<file path="config.mk">
export PLATFORM = sky130hd
export DESIGN_NAME = compare_tracker
export DESIGN_NICKNAME = d
export VERILOG_FILES = /design/src/rtl/cmp_pkg.sv /design/src/rtl/compare_core.sv /design/src/rtl/compare_tracker.sv
export SDC_FILE = /design/constraint.sdc
export NUM_CORES = 1
export LEC_CHECK = 0
export BUFFER_PORTS_ARGS = -buffer_cell sky130_fd_sc_hd__buf_4
export CORE_ASPECT_RATIO = 1.5
export CORE_MARGIN = 1
export CORE_UTILIZATION = 30
export CTS_BUF_LIST = sky130_fd_sc_hd__clkbuf_8
export CTS_CLUSTER_SIZE = 10
export DETAILED_ROUTE_END_ITERATION = 12
export PLACE_DENSITY = 0.58
export SETUP_SLACK_MARGIN = 0.05
export SLEW_MARGIN = 20
export SYNTH_ARGS = -nofsm -noshare
export SYNTH_HDL_FRONTEND = slang
export SYNTH_SLANG_ARGS = --single-unit
export TNS_END_PERCENT = 5
</file>
<file path="constraint.sdc">
create_clock -name clk -period 4.68 [get_ports clk]
set_clock_uncertainty 0.1 [all_clocks]
set_input_delay 0.234 -clock clk [delete_from_list [all_inputs] [get_ports clk]]
set_output_delay 0.234 -clock clk [all_outputs]
set_load 0.02 [all_outputs]
</file>
<file path="src/rtl/cmp_pkg.sv">
// Shared definitions for the compare tracker.
//   RES_LT / RES_EQ / RES_GT : one-hot compare result encodings
//   state_t                  : lock FSM state encoding
package cmp_pkg;

    localparam logic [2:0] RES_LT = 3'b001;
    localparam logic [2:0] RES_EQ = 3'b010;
    localparam logic [2:0] RES_GT = 3'b100;

    typedef enum logic {
        ST_UNLOCKED = 1'b0,
        ST_LOCKED   = 1'b1
    } state_t;

endpackage

</file>
<file path="src/rtl/compare_core.sv">
// Combinational magnitude comparator producing a one-hot result.
// Ports:
//   signed_mode in  0 = unsigned, 1 = two's-complement compare
//   a, b        in  WIDTH-bit operands
//   result      out one-hot {gt, eq, lt}
module compare_core
    import cmp_pkg::*;
#(
    parameter int WIDTH = 4
) (
    input  logic             signed_mode,
    input  logic [WIDTH-1:0] a,
    input  logic [WIDTH-1:0] b,
    output logic [2:0]       result
);

    logic lt;
    logic gt;

    always_comb begin
        lt     = 1'b0;
        gt     = 1'b0;
        result = RES_EQ;
        if (signed_mode) begin
            lt = $signed(a) < $signed(b);
            gt = $signed(a) > $signed(b);
        end else begin
            lt = a < b;
            gt = a > b;
        end
        if (lt) begin
            result = RES_LT;
        end else if (gt) begin
            result = RES_GT;
        end
    end

endmodule

</file>
<file path="src/rtl/compare_tracker.sv">
// Registered comparator with result-stability lock detection and
// saturating per-result event counters.
//
//   state       | meaning
//   ------------+---------------------------------------------------
//   ST_UNLOCKED | result run has not reached HOLD since last change
//   ST_LOCKED   | last HOLD valid results identical; lock_r holds it
//
// Ports:
//   clk, rst                 clock, synchronous active-high reset
//   in_valid                 sample a/b/signed_mode this cycle
//   signed_mode, a, b        compare operands and mode
//   clr_cnt                  zero the event counters (wins over a sample)
//   r, r_valid               registered one-hot result and its update pulse
//   stable                   high while locked
//   lock_r                   result captured at the most recent lock
//   change                   pulse on a lock whose result differs from the
//                            previous lock (or the first lock since reset)
//   lt_cnt, eq_cnt, gt_cnt   saturating valid-sample counts per result
module compare_tracker
    import cmp_pkg::*;
#(
    parameter int WIDTH = 4,
    parameter int HOLD  = 3,
    parameter int CNT_W = 8
) (
    input  logic             clk,
    input  logic             rst,
    input  logic             in_valid,
    input  logic             signed_mode,
    input  logic [WIDTH-1:0] a,
    input  logic [WIDTH-1:0] b,
    input  logic             clr_cnt,
    output logic [2:0]       r,
    output logic             r_valid,
    output logic             stable,
    output logic [2:0]       lock_r,
    output logic             change,
    output logic [CNT_W-1:0] lt_cnt,
    output logic [CNT_W-1:0] eq_cnt,
    output logic [CNT_W-1:0] gt_cnt
);

    localparam int                RUN_W   = $clog2(HOLD + 1);
    localparam logic [RUN_W-1:0]  RUN_MAX = RUN_W'(HOLD);
    localparam logic [CNT_W-1:0]  CNT_MAX = '1;

    logic [2:0]       res;
    state_t           state;
    state_t           state_nxt;
    logic [RUN_W-1:0] run;
    logic [RUN_W-1:0] run_nxt;
    logic             lock_load;
    logic             change_nxt;
    logic             first_lock;

    compare_core #(
        .WIDTH (WIDTH)
    ) u_core (
        .signed_mode (signed_mode),
        .a           (a),
        .b           (b),
        .result      (res)
    );

    // r always holds the previous valid result, so it doubles as the
    // run-comparison reference. After reset r is 000, which never matches
    // a real result, so the first sample starts a run of 1.
    always_comb begin
        state_nxt  = state;
        run_nxt    = run;
        lock_load  = 1'b0;
        change_nxt = 1'b0;
        if (in_valid) begin
            if (res != r) begin
                run_nxt = RUN_W'(1);
            end else if (run != RUN_MAX) begin
                run_nxt = run + 1'b1;
            end
            case (state)
                ST_UNLOCKED: begin
                    if (run_nxt == RUN_MAX) begin
                        state_nxt  = ST_LOCKED;
                        lock_load  = 1'b1;
                        change_nxt = first_lock || (res != lock_r);
                    end
                end
                ST_LOCKED: begin
                    if (res != lock_r) begin
                        // With HOLD=1 a differing result relocks at once
                        // instead of passing through UNLOCKED.
                        if (run_nxt == RUN_MAX) begin
                            lock_load  = 1'b1;
                            change_nxt = 1'b1;
                        end else begin
                            state_nxt = ST_UNLOCKED;
                        end
                    end
                end
                default: state_nxt = ST_UNLOCKED;
            endcase
        end
    end

    assign stable = (state == ST_LOCKED);

    always_ff @(posedge clk) begin
        if (rst) begin
            state      <= ST_UNLOCKED;
            run        <= '0;
            r          <= 3'b000;
            r_valid    <= 1'b0;
            lock_r     <= 3'b000;
            change     <= 1'b0;
            first_lock <= 1'b1;
        end else begin
            state   <= state_nxt;
            run     <= run_nxt;
            r_valid <= in_valid;
            change  <= change_nxt;
            if (in_valid) begin
                r <= res;
            end
            if (lock_load) begin
                lock_r     <= res;
                first_lock <= 1'b0;
            end
        end
    end

    always_ff @(posedge clk) begin
        if (rst || clr_cnt) begin
            lt_cnt <= '0;
            eq_cnt <= '0;
            gt_cnt <= '0;
        end else if (in_valid) begin
            case (res)
                RES_LT:  if (lt_cnt != CNT_MAX) lt_cnt <= lt_cnt + 1'b1;
                RES_EQ:  if (eq_cnt != CNT_MAX) eq_cnt <= eq_cnt + 1'b1;
                RES_GT:  if (gt_cnt != CNT_MAX) gt_cnt <= gt_cnt + 1'b1;
                default: ;
            endcase
        end
    end

endmodule

</file>
==> impl_metrics.xml, run 1 <==
<?xml version="1.0" encoding="UTF-8"?>
<metrics>
  <group name="worst_setup_path">
    <metric name="critical_path_required" unit="ns">4.79</metric>
    <metric name="end_kind" unit="">flip-flop</metric>
    <metric name="worst_path_max_delay_cell" unit="">a21oi_2</metric>
    <metric name="critPathLaunchType" unit="">input port</metric>
    <metric name="crit_path_max_fanout" unit="">18</metric>
    <metric name="r2r_slack" unit="ns">2.49</metric>
    <metric name="kind_of_critical_path" unit="">in -&gt; reg</metric>
    <metric name="path_cells" unit="">buf_4 &gt; ha_1 &gt; nand2b_1 &gt; nor2_1 &gt; a21oi_2 &gt; mux2i_1 &gt; or2_1 &gt; o31ai_2</metric>
    <metric name="critical_path_arrival" unit="ns">2.44</metric>
    <metric name="slowest_delay" unit="ns">0.62</metric>
  </group>
  <group name="cells_and_area">
    <metric name="design.final.nets" unit="">276</metric>
    <metric name="synthToLayoutAreaGrowth" unit="%">26.4</metric>
    <metric name="num_antenna_cells" unit="">0</metric>
    <metric name="final.fill_count" unit="">611</metric>
    <metric name="layout-drive-gt1-share" unit="%">24.1</metric>
  </group>
  <group name="timing">
    <metric name="measured_slew_at_the_worst_slew_check_pin" unit="ns">0.775</metric>
    <metric name="final-setup-viol-count" unit="">0</metric>
    <metric name="totalNegativeSetupSlack" unit="ns">0</metric>
    <metric name="final.period_utilization" unit="%">49.7</metric>
    <metric name="timing.slew.headroom" unit="%">48.3</metric>
    <metric name="grt_setup_unrepaired" unit="">false</metric>
    <metric name="slew_viol_final" unit="">0</metric>
    <metric name="max_freq" unit="MHz">430</metric>
    <metric name="hold_viol_final" unit="">0</metric>
    <metric name="min_period" unit="ns">2.32</metric>
  </group>
  <group name="run">
    <metric name="number_of_max_cap_violations" unit="">0</metric>
  </group>
  <group name="grt">
    <metric name="antenna_found_initial" unit="">0</metric>
    <metric name="overflow" unit="">0</metric>
    <metric name="global_route.usage.met3" unit="%">2.80</metric>
    <metric name="globalRouteMet2Util" unit="%">24.1</metric>
    <metric name="grt_use_met1" unit="%">15.5</metric>
    <metric name="first_pass_grt_wire_length" unit="mm">6.91</metric>
    <metric name="gr-max-usage-layer" unit="">met2</metric>
    <metric name="grt_pass1_vias" unit="">1560</metric>
    <metric name="grt_max_degree" unit="">25</metric>
    <metric name="grtUsageTotal" unit="%">13.8</metric>
  </group>
  <group name="clock_network">
    <metric name="tritoncts.num_buffers" unit="">5</metric>
    <metric name="clock_latency" unit="ns">0.29</metric>
    <metric name="cts.reportedPaths.clkPinSlew" unit="ns">0.07</metric>
    <metric name="cts.sinks" unit="">36</metric>
    <metric name="post-cts-setup-buffers" unit="">0</metric>
    <metric name="clock_path_buffers" unit="">2</metric>
    <metric name="hold_buffers" unit="">0</metric>
    <metric name="clock-root-buffer" unit="">clkbuf_8</metric>
    <metric name="tritoncts" unit="">built</metric>
    <metric name="cts-htree-levels" unit="">2</metric>
    <metric name="gates_resized_cts_repair" unit="">0</metric>
  </group>
  <group name="synth">
    <metric name="synth.net_count" unit="">231</metric>
    <metric name="post_synth_instance_area" unit="µm²">1830</metric>
    <metric name="synth-edff-count" unit="">0</metric>
    <metric name="number_of_instances_in_the_synthesized_netlist" unit="">211</metric>
    <metric name="seq_area_frac_synth" unit="%">39.3</metric>
    <metric name="yosys_warnings" unit="">0</metric>
    <metric name="synth-main-ff-cell" unit="">dfxtp_1</metric>
    <metric name="synthArstFlopShare" unit="%">0</metric>
    <metric name="syn_area_per_cell" unit="µm²">8.69</metric>
    <metric name="number_of_synthesized_register_bits" unit="">36</metric>
    <metric name="post_synth_num_cell_types" unit="">41</metric>
  </group>
  <group name="floorplan">
    <metric name="dieArea" unit="µm²">6440</metric>
    <metric name="pin_count" unit="">46</metric>
    <metric name="starting_density_of_the_core" unit="%">31.5</metric>
    <metric name="dieWidth" unit="µm">65.8</metric>
    <metric name="placeableCoreArea" unit="µm²">5830</metric>
    <metric name="die_y" unit="µm">97.8</metric>
    <metric name="row_count" unit="">34</metric>
  </group>
  <group name="detailed_routing">
    <metric name="drt_first_pass_iters" unit="">4</metric>
    <metric name="drt_iter0_markers" unit="">76</metric>
    <metric name="vias" unit="">1636</metric>
    <metric name="vias_per_cell" unit="">4.97</metric>
    <metric name="wl" unit="mm">4.08</metric>
    <metric name="antenna_nets_post_route" unit="">0</metric>
    <metric name="post-route-drc-count" unit="">0</metric>
    <metric name="post_drt_wl_per_cell" unit="µm">12.4</metric>
  </group>
  <group name="placed_design">
    <metric name="finalWeightedCongestion" unit="">0.774</metric>
    <metric name="port_buffers" unit="">45</metric>
    <metric name="detailed_place_hpwl" unit="mm">3.00</metric>
  </group>
  <group name="power_and_ir_drop">
    <metric name="intPower" unit="mW">0.459</metric>
    <metric name="cellLeakagePower" unit="nW">0.927</metric>
    <metric name="power.share.combinational" unit="%">12.3</metric>
    <metric name="p_seq_share" unit="%">50.7</metric>
    <metric name="peakVddDrop" unit="mV">0.117</metric>
    <metric name="power.share.clock" unit="%">36.9</metric>
    <metric name="fin_total_pwr" unit="mW">0.622</metric>
    <metric name="total_switching_power" unit="mW">0.163</metric>
    <metric name="power_switching_share" unit="%">26.3</metric>
    <metric name="cellPowerDensity" unit="nW/µm²">268</metric>
  </group>
  <group name="outcome">
    <metric name="run_status" unit="">completed</metric>
  </group>
  <group name="min_path">
    <metric name="min_delay_path_class" unit="">in -&gt; reg</metric>
  </group>
</metrics>
-- per-stage QoR --
step	hold slack, ns	util (%)	worst slack [ns]	instance area [µm²]	std cells
floorplan	0.212	-	2.64	1830	211
global placement	0.341	38.2	2.08	2230	321
CTS	0.110	39.8	2.36	2320	329
finish	0.115	39.8	2.36	2320	329
detailed placement	0.350	38.2	2.07	2230	321
global route	0.130	39.8	2.18	2320	329
-- state kept, by name (all words and copies together) (netlist names) --
register,flops
gt_cnt,8
lt_cnt,8
first_lock,1
run,2
r_valid,1
eq_cnt,8
lock_r,3
r,3
stable,1
change,1
-- power by group through the flow --
stage | Combinational [mW] | Sequential (mW) | Clock (mW)
4_1_cts | 0.0778 | 0.316 | 0.239
6_report | 0.0767 | 0.316 | 0.230
3_3_place_gp | 0.0769 | 0.323 | 0
2_1_floorplan | 0.0506 | 0.326 | 0
3_5_place_dp | 0.0772 | 0.323 | 0
5_1_grt | 0.0853 | 0.316 | 0.248
-- cell families (layout without fill, tap and decap cells) --
kind of cell / after synthesis / in the layout / share of synthesized area [%]
simple gates: 95 / 95 / 27.1
flops: 36 / 36 / 39.3
compound gates: 35 / 35 / 13.6
xor+xnor: 18 / 18 / 8.59
buf+inv: 14 / 60 / 3.41
fa+ha+maj: 7 / 7 / 4.77
mux: 6 / 6 / 3.27
-- cells in the final DEF (no fill, tap or decap), types with 2 or more instances in the layout --
cell	instances
nor4_1	4
and4_1	4
nand2_1	15
nor3_1	7
buf_4	45
nand3_1	6
nor2_1	29
inv_1	7
ha_1	7
dfxtp_1	36
a31oi_1	2
nand2b_1	2
nand4_1	3
a21oi_1	10
nor2b_1	8
or3_1	6
nor3b_1	3
mux2i_1	6
a211oi_1	3
xor2_1	7
o21ai_0	9
clkinv_2	2
xnor2_1	11
clkbuf_8	6
o2bb2ai_1	2
a41o_1	2
-- final timing paths --
check        startpoint    endpoint  cells past startpoint
min reg2reg  first_lock  first_lock                      1
max reg2reg   eq_cnt[0]   eq_cnt[7]                      6
min                 rst   lock_r[0]                      2
max                a[3]   lock_r[1]                      8
-- Yosys cell counts (2+ instances only) --
cell / n / share of area (%)
dfxtp_1: 36 / 39
and4_1: 4 / 1.9
nand3_1: 6 / 1.6
a41o_1: 2 / 1.1
nand2_1: 15 / 3.1
a31oi_1: 2 / 0.68
nor4_1: 4 / 1.4
o2bb2ai_1: 2 / 0.96
clkbuf_1: 5 / 1.0
a211oi_1: 3 / 1.2
mux2i_1: 6 / 3.3
nor3_1: 7 / 1.9
xnor2_1: 11 / 5.3
xor2_1: 7 / 3.3
nand2b_1: 2 / 0.68
ha_1: 7 / 4.8
inv_1: 7 / 1.4
o21ai_0: 9 / 2.5
nor2b_1: 8 / 2.7
nor2_1: 29 / 5.9
nor3b_1: 3 / 1.2
nand4_1: 3 / 1.0
a21oi_1: 10 / 2.7
or3_1: 6 / 2.0
-- critical path: cells and delay by family --
kind / cells / cell delay (ns)
muxes: 1 / 0.34
adders and majority gates: 1 / 0.37
and+or+nand+nor: 3 / 0.56
AOI/OAI and AO/OA: 2 / 0.83
buffers and inverters: 1 / 0.11
-- per-layer routing --
layer,vias to the layer above,share of wire [%]
met1,766,43
met2,33,51
met4,0,2.2
li1,832,-
met5,-,0
met3,5,4.1
-- cell type report --
type                       count  area [µm²]  share of cell area [%]
timing repair buffer          45         338                    14.6
inverter                       7        26.3                    1.13
tap                           72        90.1                    3.89
clock inverter                 2        10.0                   0.432
sequential                    36         721                    31.1
multi-input combinational    161        1050                    45.3
clock buffer                   6        82.6                    3.56
(Power assumes the default switching activity.)
==> run 2: changes to the inputs <==
ABC_AREA = 1   (was default)
PLACE_DENSITY = 0.57   (was 0.58)
clock period = 2.37 ns   (was 4.68 ns; I/O delays follow)
==> run 2 against run 1 <==
Effect of this change: cell area rose by 11%; global-route usage fell by 1.1 points; register-to-register slack lost 2.0 ns; via count is 15% higher; die area is 11% higher; first-iteration DRC count fell by 11%; critical endpoint is now lt_cnt[5].
==> impl_metrics.xml, run 2 <==
<?xml version="1.0" encoding="UTF-8"?>
<metrics>
  <group name="outcome">
    <metric name="run_status" unit="">completed</metric>
  </group>
  <group name="worst_setup_path">
    <metric name="critical_path_required" unit="ns">2.48</metric>
    <metric name="end_kind" unit="">flip-flop</metric>
    <metric name="critical_path_arrival" unit="ns">1.95</metric>
    <metric name="crit_path_max_fanout" unit="">9</metric>
    <metric name="kind_of_critical_path" unit="">reg -&gt; reg</metric>
    <metric name="critPathLaunchType" unit="">flip-flop</metric>
  </group>
  <group name="detailed_routing">
    <metric name="drt_first_pass_iters" unit="">4</metric>
    <metric name="vias_per_cell" unit="">4.54</metric>
    <metric name="wl" unit="mm">4.39</metric>
    <metric name="drt_iter0_markers" unit="">68</metric>
    <metric name="post_drt_wl_per_cell" unit="µm">10.6</metric>
    <metric name="post-route-drc-count" unit="">0</metric>
    <metric name="vias" unit="">1883</metric>
    <metric name="antenna_nets_post_route" unit="">0</metric>
  </group>
  <group name="synth">
    <metric name="synth.area.top_cells" unit="">dfxtp_1 (35%), nand2_1 (13%), inv_1 (7.9%)</metric>
    <metric name="number_of_instances_in_the_synthesized_netlist" unit="">287</metric>
    <metric name="post_synth_instance_area" unit="µm²">2040</metric>
    <metric name="syn_area_per_cell" unit="µm²">7.10</metric>
    <metric name="largest_area_contributor_in_the_netlist" unit="">dfxtp_1</metric>
    <metric name="synth-edff-count" unit="">0</metric>
    <metric name="synthArstFlopShare" unit="%">0</metric>
    <metric name="post_synth_num_cell_types" unit="">32</metric>
    <metric name="number_of_synthesized_register_bits" unit="">36</metric>
    <metric name="synthMostInstantiatedCell" unit="">nand2_1</metric>
    <metric name="synth_commonest_cells" unit="">nand2_1 (70), inv_1 (43), dfxtp_1 (36)</metric>
    <metric name="synth-main-ff-cell" unit="">dfxtp_1</metric>
    <metric name="synth_largest_type_area_fraction" unit="%">35.4</metric>
    <metric name="yosys_warnings" unit="">0</metric>
    <metric name="seq_area_frac_synth" unit="%">35.4</metric>
    <metric name="synth.net_count" unit="">307</metric>
  </group>
  <group name="floorplan">
    <metric name="placeableCoreArea" unit="µm²">6530</metric>
    <metric name="pin_count" unit="">46</metric>
    <metric name="row_count" unit="">36</metric>
    <metric name="die_y" unit="µm">103</metric>
    <metric name="starting_density_of_the_core" unit="%">31.2</metric>
    <metric name="dieWidth" unit="µm">69.3</metric>
    <metric name="dieArea" unit="µm²">7130</metric>
  </group>
  <group name="cells_and_area">
    <metric name="design.final.nets" unit="">358</metric>
    <metric name="regArea" unit="µm²">721</metric>
    <metric name="largestRegisters" unit="">eq_cnt: 8 flops, gt_cnt: 8 flops, lt_cnt: 8 flops</metric>
    <metric name="layout-drive-gt1-share" unit="%">24.5</metric>
    <metric name="fin_cells" unit="">415</metric>
    <metric name="synthToLayoutAreaGrowth" unit="%">25.9</metric>
    <metric name="multiInputGateArea" unit="µm²">1110</metric>
    <metric name="mostFrequentLayoutCell" unit="">nand2_1</metric>
    <metric name="layout_common_cells" unit="">nand2_1 (70), buf_4 (46), inv_1 (45)</metric>
    <metric name="num_antenna_cells" unit="">0</metric>
    <metric name="final.fill_count" unit="">697</metric>
  </group>
  <group name="clock_network">
    <metric name="tritoncts.num_buffers" unit="">5</metric>
    <metric name="cts.sinks" unit="">36</metric>
    <metric name="cts.reportedPaths.clkPinSlew" unit="ns">0.07</metric>
    <metric name="cts-htree-levels" unit="">2</metric>
    <metric name="tritoncts" unit="">built</metric>
    <metric name="clock_latency" unit="ns">0.28</metric>
    <metric name="clock_path_buffers" unit="">2</metric>
    <metric name="gates_resized_cts_repair" unit="">0</metric>
    <metric name="clock-root-buffer" unit="">clkbuf_8</metric>
  </group>
  <group name="timing">
    <metric name="worst_setup_slack_after_layout" unit="ns">0.529</metric>
    <metric name="max_freq" unit="MHz">543</metric>
    <metric name="slew_viol_final" unit="">0</metric>
    <metric name="timing.slew.headroom" unit="%">72.0</metric>
    <metric name="min_period" unit="ns">1.84</metric>
    <metric name="measured_slew_at_the_worst_slew_check_pin" unit="ns">0.416</metric>
    <metric name="final.period_utilization" unit="%">77.7</metric>
    <metric name="hold_viol_final" unit="">0</metric>
    <metric name="totalNegativeSetupSlack" unit="ns">0</metric>
    <metric name="grt_setup_unrepaired" unit="">false</metric>
    <metric name="final-setup-viol-count" unit="">0</metric>
    <metric name="holdWs" unit="ns">0.0760</metric>
  </group>
  <group name="placed_design">
    <metric name="port_buffers" unit="">45</metric>
    <metric name="cell_count_post_placement" unit="">406</metric>
    <metric name="placement.setup.worst_slack" unit="ns">0.382</metric>
    <metric name="detailed_place_hpwl" unit="mm">3.47</metric>
    <metric name="finalWeightedCongestion" unit="">0.819</metric>
  </group>
  <group name="power_and_ir_drop">
    <metric name="intPower" unit="mW">0.922</metric>
    <metric name="peakVddDrop" unit="mV">0.274</metric>
    <metric name="power.share.clock" unit="%">34.0</metric>
    <metric name="cellLeakagePower" unit="nW">1.14</metric>
    <metric name="total_switching_power" unit="mW">0.345</metric>
    <metric name="power.share.combinational" unit="%">16.5</metric>
    <metric name="power_switching_share" unit="%">27.2</metric>
    <metric name="cellPowerDensity" unit="nW/µm²">494</metric>
    <metric name="p_seq_share" unit="%">49.5</metric>
  </group>
  <group name="grt">
    <metric name="antenna_found_initial" unit="">0</metric>
    <metric name="overflow" unit="">0</metric>
    <metric name="first_pass_grt_wire_length" unit="mm">7.42</metric>
    <metric name="grt_max_degree" unit="">17</metric>
    <metric name="grtUsageTotal" unit="%">12.7</metric>
    <metric name="grt_pass1_vias" unit="">1720</metric>
  </group>
  <group name="run">
    <metric name="number_of_max_cap_violations" unit="">0</metric>
  </group>
  <group name="min_path">
    <metric name="min_delay_path_class" unit="">in -&gt; reg</metric>
  </group>
</metrics>
## run 2: cell types whose count changed in the layout (fill, tap and decap cells not counted), sizes merged, moves of 8 or more
| cell | before | now |
|---|---|---|
| a21oi | 11 | 22 |
| inv | 7 | 51 |
| nand2 | 15 | 76 |
| nand3 | 7 | 19 |
| nor2b | 8 | 0 |
| xnor2 | 11 | 2 |
## run 2: layout make-up
cell class                 instances  area share [%]
timing repair buffer              47            13.8
clock buffer                       6            3.22
sequential                        36            28.1
multi-input combinational        198            43.4
clock inverter                     2           0.293
inverter                          50            7.41
tap                               76            3.71
## run 2: layer usage
metal | part of all wire, % | global-route usage, %
met5 | 0 | 0
met4 | 1.9 | 5.81
met3 | 3.5 | 2.44
met2 | 51 | 23.0
met1 | 43 | 14.5
## run 2: power groups by stage
stage | Clock, mW | Sequential (mW) | Combinational, mW
after floorplan | 0 | 0.650 | 0.141
after global placement | 0 | 0.642 | 0.208
after detailed placement | 0 | 0.642 | 0.210
after CTS | 0.454 | 0.628 | 0.211
after global routing | 0.475 | 0.630 | 0.235
final | 0.430 | 0.628 | 0.209
## run 2: logic make-up (layout without fill, tap and decap cells)
group,count (synthesis),count (layout),share of synthesized area [%]
flip-flops,36,36,35.4
AO/OA/AOI/OAI,38,38,10.7
XOR/XNOR,7,7,3.01
AND/OR/NAND/NOR,146,146,36.6
adder cells (fa/ha/maj),7,7,4.30
buffers and inverters,53,105,9.94
## run 2: path summary, 6_finish.rpt
kind	end	slack, ns	cells after the start	from
setup / recovery	lt_cnt[5]	0.53	7	lt_cnt[0]
hold / removal	r[1]	0.08	3	in_valid
setup reg to reg	lt_cnt[5]	0.53	7	lt_cnt[0]
hold reg to reg	first_lock	0.35	2	first_lock
## run 2: critical path, stage by stage, from the launching register on
cell and delay (ns):
dfxtp_1 0.42, ha_1 0.24, inv_1 0.06, nor4_2 0.38, a31oi_4 0.23, inv_4 0.15, nand2_1 0.07, a21oi_1 0.11
## run 2: timing repair
action | 4_1_cts | 5_1_grt
setup endpoints to repair | 0 | 0
hold endpoints to repair | 6 | 0
hold buffers | 1 | 0
setup buffers | 0 | 0
## run 2: per-stage QoR
step | area, µm² | util [%] | total power, mW
final | 2570 | 39.3 | 1.27
after global routing | 2570 | 39.3 | 1.34
after CTS | 2570 | 39.3 | 1.29
after detailed placement | 2470 | 37.8 | 0.851
after global placement | 2470 | 37.8 | 0.850
after floorplan | 2040 | - | 0.791
==> run 3: changes to the inputs <==
clock period = 1.8 ns   (was 2.37 ns; I/O delays follow)
==> run 3 against run 2 <==
Effect of this change: combinational power rose by 52%; via count rose by 4.6%; setup slack got worse by 0.34 ns; first-iteration DRC count did not move; routed wire length rose by 4.6%; critical endpoint is now eq_cnt[5]; highest routed layer unchanged.
==> impl_metrics.xml, run 3 (same netlist as run 2, synthesis figures left out) <==
<?xml version="1.0" encoding="UTF-8"?>
<metrics>
  <group name="cells_and_area">
    <metric name="largestRegisters" unit="">eq_cnt: 8 flops, gt_cnt: 8 flops, lt_cnt: 8 flops</metric>
    <metric name="synthToLayoutAreaGrowth" unit="%">34.1</metric>
    <metric name="mostFrequentLayoutCell" unit="">nand2_1</metric>
    <metric name="post-route-cell-area" unit="µm²">2730</metric>
    <metric name="num_antenna_cells" unit="">0</metric>
    <metric name="layout_common_cells" unit="">nand2_1 (70), buf_4 (63), inv_1 (43)</metric>
    <metric name="layout-drive-gt1-share" unit="%">29.5</metric>
    <metric name="design.final.nets" unit="">376</metric>
    <metric name="final.fill_count" unit="">683</metric>
    <metric name="post-route-util" unit="%">41.8</metric>
  </group>
  <group name="grt">
    <metric name="grt_max_degree" unit="">16</metric>
    <metric name="antenna_found_initial" unit="">0</metric>
    <metric name="overflow" unit="">0</metric>
    <metric name="first_pass_grt_wire_length" unit="mm">7.94</metric>
    <metric name="grt_pass1_vias" unit="">1838</metric>
    <metric name="grtUsageTotal" unit="%">13.7</metric>
  </group>
  <group name="timing">
    <metric name="slew_viol_final" unit="">0</metric>
    <metric name="grt_setup_unrepaired" unit="">true</metric>
    <metric name="measured_slew_at_the_worst_slew_check_pin" unit="ns">0.314</metric>
    <metric name="max_freq" unit="MHz">619</metric>
    <metric name="final.period_utilization" unit="%">89.7</metric>
    <metric name="min_period" unit="ns">1.61</metric>
    <metric name="timing.slew.headroom" unit="%">78.9</metric>
    <metric name="final-setup-viol-count" unit="">0</metric>
    <metric name="hold_viol_final" unit="">0</metric>
  </group>
  <group name="detailed_routing">
    <metric name="drt_iter0_markers" unit="">68</metric>
    <metric name="post_drt_wl_per_cell" unit="µm">10.6</metric>
    <metric name="vias_per_cell" unit="">4.56</metric>
    <metric name="drt_first_pass_iters" unit="">4</metric>
    <metric name="wl" unit="mm">4.59</metric>
    <metric name="post-route-drc-count" unit="">0</metric>
    <metric name="vias" unit="">1969</metric>
    <metric name="antenna_nets_post_route" unit="">0</metric>
  </group>
  <group name="power_and_ir_drop">
    <metric name="cellLeakagePower" unit="nW">1.25</metric>
    <metric name="fin_total_pwr" unit="mW">1.76</metric>
    <metric name="cellPowerDensity" unit="nW/µm²">643</metric>
    <metric name="peakVddDrop" unit="mV">0.467</metric>
  </group>
  <group name="clock_network">
    <metric name="clock_latency" unit="ns">0.28</metric>
    <metric name="tritoncts" unit="">built</metric>
    <metric name="cts.sinks" unit="">36</metric>
    <metric name="tritoncts.num_buffers" unit="">5</metric>
    <metric name="clock-root-buffer" unit="">clkbuf_8</metric>
    <metric name="post-cts-setup-buffers" unit="">0</metric>
    <metric name="cts-htree-levels" unit="">2</metric>
    <metric name="cts.reportedPaths.clkPinSlew" unit="ns">0.07</metric>
    <metric name="clock_path_buffers" unit="">2</metric>
  </group>
  <group name="worst_setup_path">
    <metric name="critical_path_arrival" unit="ns">1.70</metric>
    <metric name="critPathLaunchType" unit="">flip-flop</metric>
    <metric name="end_kind" unit="">flip-flop</metric>
    <metric name="crit_path_max_fanout" unit="">7</metric>
    <metric name="kind_of_critical_path" unit="">reg -&gt; reg</metric>
    <metric name="critical_path_required" unit="ns">1.88</metric>
  </group>
  <group name="run">
    <metric name="number_of_max_cap_violations" unit="">0</metric>
  </group>
  <group name="floorplan">
    <metric name="placeableCoreArea" unit="µm²">6530</metric>
    <metric name="dieArea" unit="µm²">7130</metric>
    <metric name="die_y" unit="µm">103</metric>
    <metric name="dieWidth" unit="µm">69.3</metric>
    <metric name="row_count" unit="">36</metric>
    <metric name="starting_density_of_the_core" unit="%">31.2</metric>
    <metric name="pin_count" unit="">46</metric>
  </group>
  <group name="min_path">
    <metric name="min_delay_path_class" unit="">in -&gt; reg</metric>
  </group>
  <group name="placed_design">
    <metric name="detailed_place_hpwl" unit="mm">3.70</metric>
    <metric name="placement.cell_area" unit="µm²">2620</metric>
    <metric name="port_buffers" unit="">45</metric>
    <metric name="finalWeightedCongestion" unit="">0.868</metric>
  </group>
  <group name="outcome">
    <metric name="run_status" unit="">completed</metric>
  </group>
</metrics>
-- run 3: changes by cell type in the layout (fill, tap and decap cells not counted) --
cell	change
nor4_2	-1
nor4_4	+1
clkbuf_8	+1
dfxtp_2	+3
buf_12	+1
inv_1	-2
dfxtp_1	-3
buf_4	+17
-- run 3: metrics by stage --
step	hold WS, ns	worst slack [ns]	std cells	setup TNS, ns
after detailed placement	0.244	-0.135	424	-1.13
after global placement	0.237	-0.0790	424	-0.373
final	0.0445	0.185	432	0
after CTS	0.0400	0.116	432	0
after floorplan	0.173	0.116	287	0
after global routing	0.0579	-0.00671	432	-0.00671
-- run 3: report_power, final --
group	switching (mW)	total (mW)	internal, mW
clock	0.274	0.614	0.341
sequential	0.0129	0.825	0.812
combinational	0.182	0.317	0.135
total	0.469	1.76	1.29
-- run 3: final timing paths --
kind	start	end	slack, ns	cells after the start
min reg2reg	first_lock	first_lock	0.35	2
min	in_valid	r[1]	0.04	3
max	eq_cnt[1]	eq_cnt[5]	0.19	9
max reg2reg	eq_cnt[1]	eq_cnt[5]	0.19	9
-- run 3: layout make-up --
class,count,area [µm²],area share [%]
inverters,50,190,6.96
clock buffers,7,96.3,3.53
repair buffers,65,503,18.4
flip-flops and latches,36,724,26.5
multi-input cells,198,1120,41.1
well taps,76,95.1,3.48
-- run 3: metal layers --
metal | share of wire (%) | GRT usage [%]
met3 | 3.3 | 2.54
met2 | 54 | 26.8
met1 | 41 | 14.4
met5 | 0 | 0
met4 | 1.6 | 5.18
-- run 3: worst max-delay path: stages (launching register included) --
cell and delay (ns):
dfxtp_1 0.34, ha_1 0.21, nand4_1 0.11, nor2_1 0.05, nand2_1 0.11, nand3_4 0.14
nor3_4 0.16, nand2_1 0.10, o21bai_1 0.13, nor2_1 0.06
-- run 3: what timing repair did --
item,CTS,global route
hold buffers,1,0
resized for setup,0,2
hold endpoints to repair,6,0
setup endpoints to repair,0,10
